`src/rtl/frame_rd_pkg.sv`:
```
// Shared definitions for the frame read sequencer.
// Holds the FSM state encoding and the default burst / FIFO sizing used as
// parameter defaults by frame_read_sequencer.
package frame_rd_pkg;

  localparam int FRD_BURST_COUNT = 8;    // max words per burst
  localparam int FRD_FIFO_DEPTH  = 512;  // downstream FIFO capacity in words

  typedef enum logic [2:0] {
    IDLE      = 3'd0,
    CHECK     = 3'd1,
    ISSUE     = 3'd2,
    WAIT_ACK  = 3'd3,
    WAIT_DONE = 3'd4,
    FINISH    = 3'd5
  } state_t;

endpackage

```
`src/rtl/frame_read_sequencer.sv`:
```
// frame_read_sequencer
// Reads one frame from one of two ping-pong frame buffers by issuing a series
// of bursts to the burst_read_wf control port. A burst is only issued when the
// downstream FIFO has room for all of it and the master is idle.
//
// Ports:
//   clk, reset        clock, asynchronous active-low reset
//   start, buf_sel    begin a frame (ignored unless idle), buffer select
//   abort             level; frame stops after the burst in flight
//   cfg_base0/1       byte base addresses of the two buffers
//   cfg_frame_words   frame length in words (0 = empty frame)
//   fifo_usedw        downstream FIFO fill level
//   ctrl_*            control port of burst_read_wf
//   busy, cur_buf     sequencer active, buffer being read
//   frame_done        one-cycle pulse, frame completed
//   frame_aborted     one-cycle pulse, frame terminated by abort
module frame_read_sequencer
  import frame_rd_pkg::*;
#(
  parameter int ADDRESS_WIDTH          = 32,
  parameter int LENGTH_WIDTH           = 24,
  parameter int BYTE_ENABLE_WIDTH_LOG2 = 2,
  parameter int BURST_COUNT            = FRD_BURST_COUNT,
  parameter int BURST_WIDTH            = 4,
  parameter int FIFO_DEPTH             = FRD_FIFO_DEPTH,
  parameter int FIFO_USEDW_WIDTH       = 10
) (
  input  logic                        clk,
  input  logic                        reset,
  input  logic                        start,
  input  logic                        buf_sel,
  input  logic                        abort,
  input  logic [ADDRESS_WIDTH-1:0]    cfg_base0,
  input  logic [ADDRESS_WIDTH-1:0]    cfg_base1,
  input  logic [LENGTH_WIDTH-1:0]     cfg_frame_words,
  input  logic [FIFO_USEDW_WIDTH-1:0] fifo_usedw,
  output logic                        ctrl_start,
  output logic [ADDRESS_WIDTH-1:0]    ctrl_baseaddress,
  output logic [BURST_WIDTH-1:0]      ctrl_burstcount,
  input  logic                        ctrl_busy,
  output logic                        busy,
  output logic                        cur_buf,
  output logic                        frame_done,
  output logic                        frame_aborted
);

  // One extra bit so the free-space subtraction cannot wrap.
  localparam int FREE_W = FIFO_USEDW_WIDTH + 1;

  state_t                   state, state_nxt;
  logic [ADDRESS_WIDTH-1:0] addr;
  logic [LENGTH_WIDTH-1:0]  remaining;
  logic                     aborted;
  logic [BURST_WIDTH-1:0]   len;
  logic [FREE_W-1:0]        free_words;
  logic                     room;
  logic                     last_burst;

  always_comb begin
    len        = (remaining >= LENGTH_WIDTH'(BURST_COUNT)) ? BURST_WIDTH'(BURST_COUNT)
                                                           : remaining[BURST_WIDTH-1:0];
    free_words = FREE_W'(FIFO_DEPTH) - {1'b0, fifo_usedw};
    // An over-reported fill level is treated as full rather than wrapping.
    room       = ({1'b0, fifo_usedw} <= FREE_W'(FIFO_DEPTH)) &&
                 (free_words >= FREE_W'(len));
    // The burst in flight carries the held length, so compare against that.
    last_burst = (remaining == LENGTH_WIDTH'(ctrl_burstcount));
  end

  always_ff @(posedge clk or negedge reset) begin
    if (!reset) state <= IDLE;
    else        state <= state_nxt;
  end

  always_comb begin
    state_nxt = state;
    case (state)
      IDLE:      if (start) state_nxt = (cfg_frame_words != '0) ? CHECK : FINISH;
      CHECK: begin
        if (abort)                   state_nxt = FINISH;
        else if (room && !ctrl_busy) state_nxt = ISSUE;
      end
      ISSUE:     state_nxt = WAIT_ACK;
      WAIT_ACK:  if (ctrl_busy) state_nxt = WAIT_DONE;
      WAIT_DONE: if (!ctrl_busy) state_nxt = last_burst ? FINISH : CHECK;
      FINISH:    state_nxt = IDLE;
      default:   state_nxt = IDLE;
    endcase
  end

  always_ff @(posedge clk or negedge reset) begin
    if (!reset) begin
      addr             <= '0;
      remaining        <= '0;
      aborted          <= 1'b0;
      cur_buf          <= 1'b0;
      ctrl_baseaddress <= '0;
      ctrl_burstcount  <= '0;
    end else begin
      case (state)
        IDLE: if (start) begin
          addr      <= buf_sel ? cfg_base1 : cfg_base0;
          remaining <= cfg_frame_words;
          cur_buf   <= buf_sel;
          aborted   <= 1'b0;
        end
        CHECK: begin
          if (abort) aborted <= 1'b1;
          else if (room && !ctrl_busy) begin
            ctrl_baseaddress <= addr;
            ctrl_burstcount  <= len;
          end
        end
        WAIT_DONE: if (!ctrl_busy) begin
          addr      <= addr + (ADDRESS_WIDTH'(ctrl_burstcount) << BYTE_ENABLE_WIDTH_LOG2);
          remaining <= remaining - LENGTH_WIDTH'(ctrl_burstcount);
        end
        default: ;
      endcase
    end
  end

  assign ctrl_start    = (state == ISSUE);
  assign busy          = (state != IDLE);
  assign frame_done    = (state == FINISH) && !aborted;
  assign frame_aborted = (state == FINISH) &&  aborted;

endmodule

```
`config.mk`:
```
export PLATFORM = sky130hd
export DESIGN_NAME = frame_read_sequencer
export DESIGN_NICKNAME = d
export VERILOG_FILES = /design/src/rtl/frame_rd_pkg.sv /design/src/rtl/frame_read_sequencer.sv
export SDC_FILE = /design/constraint.sdc
export NUM_CORES = 1
export LEC_CHECK = 0
export BUFFER_PORTS_ARGS = -buffer_cell sky130_fd_sc_hd__buf_2
export CAP_MARGIN = 20
export CORE_UTILIZATION = 56
export CTS_BUF_LIST = sky130_fd_sc_hd__clkbuf_8
export CTS_CLUSTER_DIAMETER = 50
export DETAILED_ROUTE_END_ITERATION = 7
export PLACE_DENSITY = 0.83
export REMOVE_ABC_BUFFERS = 1
export SYNTH_ARGS = -nofsm -noshare
export SYNTH_HDL_FRONTEND = slang
export SYNTH_SLANG_ARGS = --single-unit
```
`constraint.sdc`:
```
create_clock -name clk -period 3.9 [get_ports clk]
set_input_delay 0.78 -clock clk [delete_from_list [all_inputs] [get_ports clk]]
set_output_delay 0.78 -clock clk [all_outputs]
set_load 0.03 [all_outputs]
```
Word-level counts from Yosys, hierarchy flattened --
Cells that the tools add are included.
Word-level totals: register bits after elaboration 97
Operators by class: $add $sub $neg 3, $lt $le $gt $ge 3, eq/ne operators 11, muxes and demuxes 19, bitwise operators 1, reduce and logical (&&, ||, !) cells 16
Operators by type and width (count):
- 2-to-1 mux 32 bit | 3
- one-hot mux 32 bit (2 select lines) | 1
- 2-to-1 mux 24 bit | 2
- one-hot mux 24 bit (2 select lines) | 1
- adder 32 x 6 -> 32 bit | 1
- equality test 24 x 4 -> 1 bit | 1
- greater-or-equal comparator 24 x 4 -> 1 bit (second input constant) | 1
- nonzero test 24 bit | 1
- subtractor 24 x 4 -> 24 bit | 1
- 2-to-1 mux 3 bit | 7
- one-hot mux 3 bit (5 select lines) | 1
- greater-or-equal comparator 11 x 4 -> 1 bit | 1
- subtractor 10 x 10 -> 11 bit (first input constant) | 1
- less-or-equal comparator 10 bit (second input constant) | 1
- AND reduction 3 bit | 3
- != test 2 bit (second input constant) | 4
- equality test 3 x 2 -> 1 bit (second input constant) | 2
- equality test 3 bit (second input constant) | 2
- logical AND 1 bit | 4
- 2-to-1 mux 4 bit | 1
- AND reduction 4 bit | 1
- nonzero test 2 bit | 2
- equality test 3 x 1 -> 1 bit (second input constant) | 1
- zero test 3 bit | 1
- other kinds (7) | 9

Depth between registers and ports, before layout --
depth after elaboration 8, mapped depth 10

Worst setup path before layout --
No wires, ideal clock.
kind reg-to-reg, start register remaining[18], end register ctrl_baseaddress[21], setup time 0.125 ns, data arrival time 3.315 ns, data required time 3.775 ns, slack 0.461 ns, stages on the path, launching flop included 11, clock period less this slack 3.439 ns, path through dfrtp_1 -> or4_4 -> or4_4 -> nor4_4 -> nand2_1 -> ha_1 -> a41oi_1 -> o211ai_1 -> o21ai_2 -> buf_2 -> mux2_2
Between the ends: word-level cells in the longest chain between the ends 6
RTL lines:
- start: declaration | RTL line frame_read_sequencer.sv:52 | logic [LENGTH_WIDTH-1:0] remaining;
- start signal: assignment | RTL line frame_read_sequencer.sv:103 | remaining <= cfg_frame_words;
- start signal: assignment | RTL line frame_read_sequencer.sv:116 | remaining <= remaining - LENGTH_WIDTH'(ctrl_burstcount);
- greater-or-equal comparator 24 x 4 -> 1 bit | RTL line frame_read_sequencer.sv:60 | len = (remaining >= LENGTH_WIDTH'(BURST_COUNT)) ? BURST_WIDTH'(BURST_COUNT)
- 2-to-1 mux 4 bit | RTL line frame_read_sequencer.sv:60
- greater-or-equal comparator 11 x 4 -> 1 bit | RTL line frame_read_sequencer.sv:65 | (free_words >= FREE_W'(len));
- logical AND 1 bit | RTL line frame_read_sequencer.sv:64 | room = ({1'b0, fifo_usedw} <= FREE_W'(FIFO_DEPTH)) &&
- logical AND 1 bit | RTL line frame_read_sequencer.sv:109 | else if (room && !ctrl_busy) begin
- AND reduction 3 bit (no line)
- end signal: assignment | RTL line frame_read_sequencer.sv:110 | ctrl_baseaddress <= addr;
- end: declaration | RTL line frame_read_sequencer.sv:38 | output logic [ADDRESS_WIDTH-1:0] ctrl_baseaddress,
Every way passes these cells. A chain may end at the register's enable or synchronous reset.

Worst setup path in the final report --
start register remaining[18], end register ctrl_baseaddress[0]
Same word-level chain as after synthesis.

==> results.toml <==
[status]
status = "completed"

[layout]
area_growth_pct = 16.01
nets = 899
drive_above_1_share_pct = 28.70
n_antenna_cell = 0
design_area_mm2 = 0.007117
instances_no_fill = 920

[route]
remaining_drc_errors = 0
wl_per_cell_um = 18.26
drt_iter0_drc = 529
drt_pre_antenna_iters = 7
drtAntennaViolNets = 0
via_per_inst = 6.577
dr_total_vias = 6051
drt_wl_total_um = 16800

[yosys]
synthCells = 661
synth-compound-area-share_pct = 20.86
synth_top_family_by_area = "compound AO/OA/AOI/OAI gates"
synth_area_leaders = "dfrtp_1 40%, mux2_2 7.7%, mux2i_1 4.9%"
ys_warn_count = 0
yosys.area.top_type = "dfrtp_1"
synth-adder-area-share_pct = 3.304
avgSynthCellArea_um2 = 9.281
yosys.area_share.simple_pct = 18.72
synthFlopType = "dfrtp_1"
synth-edff-count = 0
yosysTopAreaCellShare_pct = 39.57
synth-seq-cells = 97
seq_area_frac_synth_pct = 39.57
ys_types = 65
synth_mux_area_share_pct = 12.79
netlist_area_mm2 = 0.006135
synthArstFlopShare_pct = 100.0
yosys.area_share.xor_xnor_pct = 0.5711

[critical_path]
path_class = "register to register"
setup.worst_path.start = "remaining[18]"
cp_common_cell = "or4_4"
path_cells = "or4_4 > or4_4 > nor4_4 > nand2_1 > ha_1 > a41oi_1 > o211ai_1 > o21ai_4 > buf_4 > mux2_2"
crit_buf_inv = 1
timing.rr.start = "remaining[18]"
cp.arrival_ps = 3840
path_depth = 10
crit_path_max_incr_delay_ps = 590
startpoint_type = "register"
critPathTopFamily = "simple AND/OR/NAND/NOR gates"
end_kind = "register"
slowest_stage = "or4_4"
worstPathRequired_ps = 4160
cp_max_fo = 20
rr_worst_depth = 10

[placement]
io_buffers = 144
place_area_mm2 = 0.006945
hpwl_um = 12090
place_ws_ps = 327.9
dpl.cell_count = 905
gp_congestion = 0.9313

[power_and_ir_drop]
p_leak_uw = 0.003129
power.density_mw_per_mm2 = 746.6
power_uw = 5313
ir_drop_mv = 0.3676

[global_routing]
grt_pass1_vias = 5732
grt_max_degree = 53
antenna_found_initial = 0
grt.overflow.total = 0
grt_pass1_wl_um = 27330
track_usage_pct = 30.05

[timing]
timing.final.ws_setup_ps = 320.3
hold_viol = 0
setup-violations-final = 0
finalSetupTns_ps = 0
relSlewSlack_pct = 39.33
min_period_ps = 3580
worstMarginPinSlew_ps = 910.1
fmax_mhz = 279.4
rsz0062_at_grt = "false"
slew_viol_final = 0
worst_clock_skew_ps = 9.199
timing.final.crit_share_pct = 91.79

[floorplan]
die_area_mm2 = 0.01138
core_mm2 = 0.01046
start_util_pct = 58.63
ios = 145
rows = 37
die_width_um = 106.7
die_height_um = 106.7

[clocking]
cts_setup_buffers = 0
numCtsBuffers = 9
cts_tree = "done"
cts_sinks = 97
cts_buffer_depth = 2
holdBufCountCts = 0
clock-root-buffer = "clkbuf_8"
ctsResizeCount = 0
clkLatencyLatePin_ps = 370
path_clk_slew_ps = 90
cts_max_level = 3

[run]
drv_cap = 0

[worst_hold_path]
hp-class = "primary input to async pin"
-- cell usage after synthesis (all sizes together), types with 16 or more instances --
master,count
mux2i,30
o21ai,41
o22ai,16
a21oi,34
dfrtp,97
inv,17
mux2,43
nand2,46
nor3,22
clkbuf,33
nor4,20
nand3,24
nor2,46
-- cell usage in the layout (no fill, tap or decap), drive strengths merged, types with 6 or more instances in the layout --
| cell | instances |
|---|---|
| a211oi | 15 |
| a21oi | 34 |
| a2bb2oi | 9 |
| a31oi | 9 |
| and3 | 7 |
| buf | 156 |
| clkbuf | 10 |
| dfrtp | 97 |
| ha | 13 |
| inv | 18 |
| mux2 | 43 |
| mux2i | 30 |
| nand2 | 46 |
| nand3 | 24 |
| nand4 | 13 |
| nor2 | 46 |
| nor3 | 22 |
| nor4 | 20 |
| o211ai | 9 |
| o21a | 7 |
| o21ai | 41 |
| o22a | 6 |
| o22ai | 16 |
| o31ai | 8 |
| or3 | 7 |
-- final cells by class --
cell class                      count  area (um2)
Clock buffer                       10       137.6
Clock inverter                      5       33.78
Fill cell                         848        3346
Inverter                           17       63.81
Multi-Input combinational cell    499        3471
Sequential cell                    97        2427
Tap cell                          136       170.2
Timing Repair Buffer              156       813.3
-- kinds of logic after synthesis --
group | count (synthesis)
buffers and inverters | 65
xor gates and xnor gates | 4
muxes | 73
and+or+nand+nor | 217
AOI/OAI and AO/OA | 190
DFF | 97
adders and majority gates | 15
-- state kept, by name, summed over array words and instances (netlist names) --
register          flops
cur_buf               1
addr                 32
remaining            24
aborted               1
ctrl_burstcount       4
ctrl_baseaddress     32
state                 3
-- path summary, 6_finish.rpt --
kind,end,slack (ps)
worst min register to register,addr[1],490
worst max-delay path,ctrl_baseaddress[0],320
max in group asynchronous,addr[31],2730
min in group clk,addr[1],490
worst min-delay path,ctrl_baseaddress[0],370
worst max register to register,ctrl_baseaddress[0],320
-- stage by stage --
step	util [%]	hold WS (ps)
after floorplan	-	446.0
after global placement	66.38	460.4
after detailed placement	66.38	475.0
after CTS	68.02	381.8
after global routing	68.02	406.8
final	68.02	373.5
-- where the power goes --
part	internal, uW	switching, uW	leakage, uW
Clock	245	358	0.0000895
Combinational	1010	1660	0.00189
Sequential	1490	549	0.00115
-- metal layers --
| layer | wire, um | GRT usage, % | vias up |
|---|---|---|---|
| li1 | - | - | 2745 |
| met1 | 6804 | 39.86 | 2901 |
| met2 | 8110 | 49.82 | 350 |
| met3 | 1497 | 4.438 | 55 |
| met4 | 387 | 11.35 | 0 |
| met5 | 0 | 0 | - |
(Power assumes the default switching activity.)
